==> config.mk <==
export PLATFORM = sky130hd
export DESIGN_NAME = sys_xbar
export DESIGN_NICKNAME = d
export VERILOG_FILES = /design/src/rtl/sys_xbar_pkg.sv /design/src/rtl/sys_xbar_rr_arb.sv /design/src/rtl/sys_xbar.sv
export SDC_FILE = /design/constraint.sdc
export NUM_CORES = 1
export LEC_CHECK = 0
export ABC_AREA = 1
export BUFFER_PORTS_ARGS = -buffer_cell sky130_fd_sc_hd__buf_4
export CAP_MARGIN = 20
export CELL_PAD_IN_SITES_DETAIL_PLACEMENT = 0
export CELL_PAD_IN_SITES_GLOBAL_PLACEMENT = 2
export CORE_AREA = 10 10 360 362
export DETAILED_ROUTE_END_ITERATION = 12
export DIE_AREA = 0 0 370 372
export GPL_TIMING_DRIVEN = 0
export PLACE_DENSITY_LB_ADDON = 0.1
export SLEW_MARGIN = 20
export SYNTH_ARGS = -nofsm -noshare
export SYNTH_HDL_FRONTEND = slang
export SYNTH_SLANG_ARGS = --single-unit
==> constraint.sdc <==
create_clock -name i_clk -period 5.4 [get_ports i_clk]
set_clock_uncertainty 0.1 [all_clocks]
set_input_delay 0.81 -clock i_clk [delete_from_list [all_inputs] [get_ports i_clk]]
set_output_delay 0.81 -clock i_clk [all_outputs]
set_load 0.03 [all_outputs]
==> src/rtl/sys_xbar_pkg.sv <==
// sys_xbar_pkg: address map, shared types and the region decoder for the system crossbar.
// Region field values select a slave; anything not listed is an unmapped access.
package sys_xbar_pkg;

   localparam int MAX_SLV = 16;

   typedef logic [3:0] slv_idx_t;

   typedef struct packed {
      logic     hit;
      slv_idx_t idx;
   } dec_t;

   // Entries past the instantiated slave count never match because decode stops at num_s.
   localparam logic [7:0] REGION_ID [MAX_SLV] = '{
      8'h01, 8'h02, 8'h04, 8'h08, 8'h0F, 8'hFF, 8'hFF, 8'hFF,
      8'hFF, 8'hFF, 8'hFF, 8'hFF, 8'hFF, 8'hFF, 8'hFF, 8'hFF
   };

   // Scans from the top down so that the lowest matching slave index is what remains.
   function automatic dec_t region_decode(input logic [7:0] region, input int num_s);
      dec_t r;
      r = '{hit: 1'b0, idx: 4'd0};
      for (int s = MAX_SLV - 1; s >= 0; s--) begin
         r = ((s < num_s) && (region == REGION_ID[s])) ? '{hit: 1'b1, idx: slv_idx_t'(s)} : r;
      end
      return r;
   endfunction

endpackage

==> src/rtl/sys_xbar_rr_arb.sv <==
// sys_xbar_rr_arb: per-slave round-robin arbiter with a bounded ownership lock.
// The previous owner is always ptr-1, since the pointer advances past every grant.
module sys_xbar_rr_arb
   import sys_xbar_pkg::*;
#(
   parameter int NUM_M    = 4,
   parameter int MAX_HOLD = 16
) (
   input  logic             clk,
   input  logic             rst,
   input  logic [NUM_M-1:0] cand,
   input  logic             keep,
   output logic [NUM_M-1:0] gnt
);

   localparam int PW = (NUM_M > 1) ? $clog2(NUM_M) : 1;
   localparam int HW = (MAX_HOLD > 1) ? $clog2(MAX_HOLD) : 1;

   logic [PW-1:0] ptr_r;
   logic [PW-1:0] ptr_nxt_s;
   logic [PW-1:0] owner_s;
   logic [PW-1:0] win_s;
   logic [HW-1:0] hold_r;
   logic [HW-1:0] hold_nxt_s;
   logic          others_s;
   logic          expired_s;
   logic          found_s;
   int            idx_s;

   // Owner lookup, lock expiry and the round-robin search.
   always_comb begin
      owner_s   = (ptr_r == {PW{1'b0}}) ? PW'(NUM_M - 1) : (ptr_r - PW'(1));
      others_s  = |(cand & ~(NUM_M'(1) << owner_s));
      expired_s = (hold_r == HW'(MAX_HOLD - 1)) && others_s;
      win_s     = owner_s;
      found_s   = 1'b0;
      idx_s     = 0;
      if (keep && !expired_s) begin
         win_s   = owner_s;
         found_s = 1'b1;
      end else begin
         for (int i = 0; i < NUM_M; i++) begin
            idx_s = (int'(ptr_r) + i) % NUM_M;
            if (!found_s && cand[idx_s]) begin
               win_s   = PW'(idx_s);
               found_s = 1'b1;
            end else begin
               win_s   = win_s;
            end
         end
      end
   end

   // Grant vector and next pointer/hold values; the counter saturates so expiry stays sticky.
   always_comb begin
      gnt        = (found_s && !rst) ? (NUM_M'(1) << win_s) : {NUM_M{1'b0}};
      ptr_nxt_s  = ptr_r;
      hold_nxt_s = {HW{1'b0}};
      if (found_s) begin
         ptr_nxt_s = (win_s == PW'(NUM_M - 1)) ? {PW{1'b0}} : (win_s + PW'(1));
         if (keep && !expired_s) begin
            hold_nxt_s = (hold_r == HW'(MAX_HOLD - 1)) ? hold_r : (hold_r + HW'(1));
         end else begin
            hold_nxt_s = {HW{1'b0}};
         end
      end else begin
         ptr_nxt_s  = ptr_r;
         hold_nxt_s = {HW{1'b0}};
      end
   end

   // Pointer and hold counter state.
   always_ff @(posedge clk or posedge rst) begin
      if (rst) begin
         ptr_r  <= {PW{1'b0}};
         hold_r <= {HW{1'b0}};
      end else begin
         ptr_r  <= ptr_nxt_s;
         hold_r <= hold_nxt_s;
      end
   end

endmodule

==> src/rtl/sys_xbar.sv <==
// sys_xbar: multi-master/multi-slave crossbar with per-slave arbitration and routed responses.
// Unmapped accesses are granted at once and answered with a one-cycle error pulse.
module sys_xbar
   import sys_xbar_pkg::*;
#(
   parameter int NUM_M    = 4,
   parameter int NUM_S    = 5,
   parameter int AW       = 32,
   parameter int DW       = 32,
   parameter int DEC_MSB  = 31,
   parameter int DEC_LSB  = 28,
   parameter int MAX_HOLD = 16
) (
   input  logic                i_clk,
   input  logic                i_rst,
   input  logic [NUM_M-1:0]    i_m_req,
   output logic [NUM_M-1:0]    o_m_gnt,
   input  logic [NUM_M*AW-1:0] i_m_addr,
   input  logic [NUM_M-1:0]    i_m_write,
   input  logic [NUM_M-1:0]    i_m_read,
   input  logic [NUM_M*4-1:0]  i_m_size,
   input  logic [NUM_M*DW-1:0] i_m_din,
   output logic [NUM_M*DW-1:0] o_m_dout,
   output logic [NUM_M-1:0]    o_m_err,
   output logic [NUM_S*AW-1:0] o_s_addr,
   output logic [NUM_S-1:0]    o_s_write,
   output logic [NUM_S-1:0]    o_s_read,
   output logic [NUM_S*4-1:0]  o_s_size,
   output logic [NUM_S*DW-1:0] o_s_din,
   input  logic [NUM_S*DW-1:0] i_s_dout
);

   localparam int RW = DEC_MSB - DEC_LSB + 1;

   dec_t             dec_s   [NUM_M];
   logic [NUM_M-1:0] cand_s  [NUM_S];
   logic [NUM_M-1:0] sgnt_s  [NUM_S];
   logic [NUM_M-1:0] sgnt_r  [NUM_S];
   logic [NUM_S-1:0] keep_s;
   logic [NUM_M-1:0] unmap_s;
   logic [NUM_M-1:0] rd_s;
   slv_idx_t         rsp_sel_r [NUM_M];
   logic [NUM_M-1:0] rsp_vld_r;
   logic [NUM_M-1:0] err_r;

   // Address decode, per-slave candidates and the "previous owner still asks" lock input.
   always_comb begin
      for (int m = 0; m < NUM_M; m++) begin
         dec_s[m] = region_decode(8'(i_m_addr[m*AW+DEC_LSB +: RW]), NUM_S);
      end
      for (int s = 0; s < NUM_S; s++) begin
         for (int m = 0; m < NUM_M; m++) begin
            cand_s[s][m] = i_m_req[m] && dec_s[m].hit && (dec_s[m].idx == slv_idx_t'(s));
         end
         keep_s[s] = |(cand_s[s] & sgnt_r[s]);
      end
   end

   for (genvar gs = 0; gs < NUM_S; gs++) begin : g_arb
      sys_xbar_rr_arb #(
         .NUM_M    (NUM_M),
         .MAX_HOLD (MAX_HOLD)
      ) u_arb (
         .clk  (i_clk),
         .rst  (i_rst),
         .cand (cand_s[gs]),
         .keep (keep_s[gs]),
         .gnt  (sgnt_s[gs])
      );
   end

   // Master grants and one-hot AND-OR slave muxes; an unowned slave sees all zeros.
   always_comb begin
      o_m_addr_blank: begin end
      unmap_s   = {NUM_M{1'b0}};
      rd_s      = {NUM_M{1'b0}};
      o_s_addr  = {(NUM_S*AW){1'b0}};
      o_s_write = {NUM_S{1'b0}};
      o_s_read  = {NUM_S{1'b0}};
      o_s_size  = {(NUM_S*4){1'b0}};
      o_s_din   = {(NUM_S*DW){1'b0}};
      for (int m = 0; m < NUM_M; m++) begin
         unmap_s[m] = i_m_req[m] && !dec_s[m].hit && !i_rst;
      end
      o_m_gnt = unmap_s;
      for (int s = 0; s < NUM_S; s++) begin
         for (int m = 0; m < NUM_M; m++) begin
            o_m_gnt[m]            = o_m_gnt[m] | sgnt_s[s][m];
            rd_s[m]               = rd_s[m] | (sgnt_s[s][m] & i_m_read[m]);
            o_s_addr[s*AW +: AW]  = o_s_addr[s*AW +: AW] | (i_m_addr[m*AW +: AW] & {AW{sgnt_s[s][m]}});
            o_s_write[s]          = o_s_write[s] | (i_m_write[m] & sgnt_s[s][m]);
            o_s_read[s]           = o_s_read[s] | (i_m_read[m] & sgnt_s[s][m]);
            o_s_size[s*4 +: 4]    = o_s_size[s*4 +: 4] | (i_m_size[m*4 +: 4] & {4{sgnt_s[s][m]}});
            o_s_din[s*DW +: DW]   = o_s_din[s*DW +: DW] | (i_m_din[m*DW +: DW] & {DW{sgnt_s[s][m]}});
         end
      end
   end

   // Response routing state: slave select per master, read-valid, error and last slave grants.
   always_ff @(posedge i_clk or posedge i_rst) begin
      if (i_rst) begin
         rsp_vld_r <= {NUM_M{1'b0}};
         err_r     <= {NUM_M{1'b0}};
         for (int m = 0; m < NUM_M; m++) begin
            rsp_sel_r[m] <= 4'd0;
         end
         for (int s = 0; s < NUM_S; s++) begin
            sgnt_r[s] <= {NUM_M{1'b0}};
         end
      end else begin
         rsp_vld_r <= rd_s;
         err_r     <= unmap_s;
         for (int m = 0; m < NUM_M; m++) begin
            rsp_sel_r[m] <= rd_s[m] ? dec_s[m].idx : rsp_sel_r[m];
         end
         for (int s = 0; s < NUM_S; s++) begin
            sgnt_r[s] <= sgnt_s[s];
         end
      end
   end

   // Read data follows the registered select; writes and idle cycles return zero.
   always_comb begin
      o_m_dout = {(NUM_M*DW){1'b0}};
      o_m_err  = err_r;
      for (int m = 0; m < NUM_M; m++) begin
         for (int s = 0; s < NUM_S; s++) begin
            o_m_dout[m*DW +: DW] = o_m_dout[m*DW +: DW] |
               (i_s_dout[s*DW +: DW] & {DW{rsp_vld_r[m] && (rsp_sel_r[m] == slv_idx_t'(s))}});
         end
      end
   end

endmodule

==> reports/summary.txt <==
final cycle utilization of the critical path = 97.2%
Layout Nets = 4673
Max Freq = 190 MHz
Setup crit end kind = output port
Hold WC Path Type = flip-flop to flip-flop
syn_nets = 3728
Routed WL = 206000 um
CP Class = primary input to output port
pre-CTS setup slack = -864 ps
Worst path slowest cell = buf_4
non-filler cells, final = 5847
largest net degree at the start of global routing = 46
status = finished clean
max_cap viols = 0
slew of the pin with the lowest slew margin = 1030 ps
CTS Buf Count = 9
final HPWL from detailed placement = 168000 um
Die Span Y = 372 um
Initial Utilization = 14.4%
synthesized flop and latch total = 70
final setup fails = 0
most common cell in the synthesized netlist = nand2_1
post-route ant nets = 0
Worst Path Arrival = 4340 ps
Synth top cells by count = 1328 x nand2_1, 347 x inv_1, 191 x nand4_1, 139 x nor2_1, 121 x o2111ai_1
CTS H-tree lvls = 3
total track usage = 28.1%
mean post-synth cell area = 5.44 um^2
DRT iter0 DRCs = 3129
Hold Buf Count CTS = 0
clock period minus worst slack = 5250 ps
first-pass GRT wire length = 269000 um
clock-pin slew on the worst setup and hold paths = 70 ps
Netlist cell types = 52
clock root cell = clkbuf_16
setup ws final = 149 ps
crit-path most repeated cell = nand3_1
number of synthesized flops with an enable pin = 0
synth-to-layout area growth = 56.4%
detailed-route via count = 29400
clock latency on the worst-skew pair = 390 ps
Most used DFF post-synth = dfrtp_1
drc violations = 0
Hold Violations, Final = 0
cell count after synthesis = 3237
num ports = 932
CTS tree = yes
Placer Congestion = 0.907
area share of the largest cell type after synthesis = 28.3%
max-slew violation count = 0
placed insts = 5791
Overflow after GRT = 0
Rows = 129
I/O Buffers = 916
asr flop ratio synth = 100%
initial antenna violation count = 32
share of cells above drive strength 1 = 29.5%
worst-path cell chain = buf_2 > nor2_2 > nand3_1 > nand4_1 > nand4_1 > nand3_1 > nand2_2 > a21oi_1 > nand2_1 > nand3_1 > nand3_1 > nand2_1 > ha_1 > inv_1 > nor2_4 > buf_4 > nand2_1 > nand4_1 > buf_6
Worst slew margin = 30.6%
Wirelength per Cell = 35.2 um
Seq/Total Area, Yosys = 9.94%
RSZ-0062 raised after global routing = true
die area = 138000 um^2
cell taking the most area after synthesis = nand2_1
Ys Warns = 0
Pre-antenna DRT Iters = 6
DIE WIDTH = 370 um
synthesized cell area = 17600 um^2
Max clock buf depth = 2
top cells by area, synth = nand2_1 28%, dfrtp_1 9.9%, inv_1 7.4%
Critical Path Source Type = primary input
core area = 123000 um^2
vias in the first global route = 28800
critical path required time = 4490 ps
worst-path fanout max = 10
Critical Path Max Stage Delay = 400 ps
Sink Count = 70
Vias/cell = 5.03
## sequential cells by signal, indices dropped and copies added, names as in the netlist
| signal | flops |
|---|---|
| sgnt_r | 20 |
| o_m_err | 4 |
| rsp_sel_r | 12 |
| rsp_vld_r | 4 |
| g_arb.u_arb.hold_r | 20 |
| g_arb.u_arb.ptr_r | 10 |
## placed cells by master (no fill, tap or decap), drive strengths merged
cell type | synthesis | final
o211ai | 59 | 59
a211oi | 2 | 2
o2111ai | 121 | 121
xnor2 | 7 | 7
nand4 | 198 | 198
dfrtp | 70 | 70
o21ai | 135 | 135
nor3 | 14 | 14
o21a | 2 | 2
o21bai | 1 | 1
nand2 | 1344 | 1344
nor4 | 4 | 4
or2 | 7 | 7
clkinvlp | 0 | 5
a221oi | 101 | 101
a31oi | 2 | 2
o41ai | 1 | 1
nand3b | 2 | 2
ha | 45 | 45
o221ai | 48 | 48
o22ai | 95 | 95
nand3 | 108 | 108
xor2 | 1 | 1
clkinv | 4 | 4
diode | 0 | 23
inv | 372 | 372
and3 | 1 | 1
nor2 | 158 | 158
clkbuf | 68 | 111
buf | 145 | 1045
a22oi | 2 | 2
mux2i | 4 | 4
a21oi | 116 | 116
bufinv | 0 | 2
## logic make-up after synthesis
family / Yosys count / share of synthesized area (%)
xor+xnor: 8 / 0.398
flops: 70 / 9.94
compound gates: 685 / 27.0
simple gates: 1836 / 45.0
fa+ha+maj: 45 / 3.19
mux: 4 / 0.227
buf+inv: 589 / 14.2
## worst max-delay path: cells and delay by family
kind,cells,cell delay (ps)
compound gates,1,220
fa+ha+maj,1,220
simple gates,13,2200
buf+inv,4,860
## final timing paths
check	startpoint	end	slack, ps	cells past startpoint
setup / recovery	i_m_addr[29]	o_s_size[18]	150	19
hold / removal	rsp_sel_r[6]	rsp_sel_r[6]	430	2
setup reg to reg	g_arb[3].u_arb.ptr_r[0]	rsp_sel_r[4]	1700	21
hold reg to reg	rsp_sel_r[6]	rsp_sel_r[6]	430	2
max in group asynchronous	i_rst	g_arb[4].u_arb.ptr_r[0]	3710	4
min in group asynchronous	i_rst	sgnt_r[7]	770	3
## per-layer routing
layer	track usage, %	vias to the layer above	share of wire (%)
li1	-	13100	-
met1	34.2	14700	41
met2	48.2	1413	48
met3	6.69	222	7.2
met4	9.10	14	3.5
met5	0	-	0.093
## layout make-up
class                      count  area (um^2)
clock buffer                   9          225
timing repair buffer         935         7060
antenna                       23         57.6
clock inverter                 7          104
sequential                    70         1760
tap                         1637         2050
fill                       14400        95100
inverter                     376         1460
multi-input combinational   2578        13500
buffer                       212         1370
## stage by stage
stage / setup TNS [ps] / instance area [um^2] / hold WS [ps] / util, %
5_1_grt: -49.5 / 27600 / 480 / 22.5
3_5_place_dp: -32800 / 26600 / 428 / 21.7
4_1_cts: -6.40 / 27200 / 444 / 22.1
6_report: 0 / 27600 / 427 / 22.5
2_1_floorplan: 0 / 17600 / 365 / -
3_3_place_gp: -337600 / 26500 / 423 / 21.6
## timing repair
item,CTS,global route
gates resized for setup,57,129
setup buffers,8,10
endpoints found under the setup margin,224,320
hold endpoints to repair,0,0
pin swaps,5,5
Power is left out: the tool's default activity adds up to more than one toggle a clock period on the data nets, which glitch-free logic cannot reach.
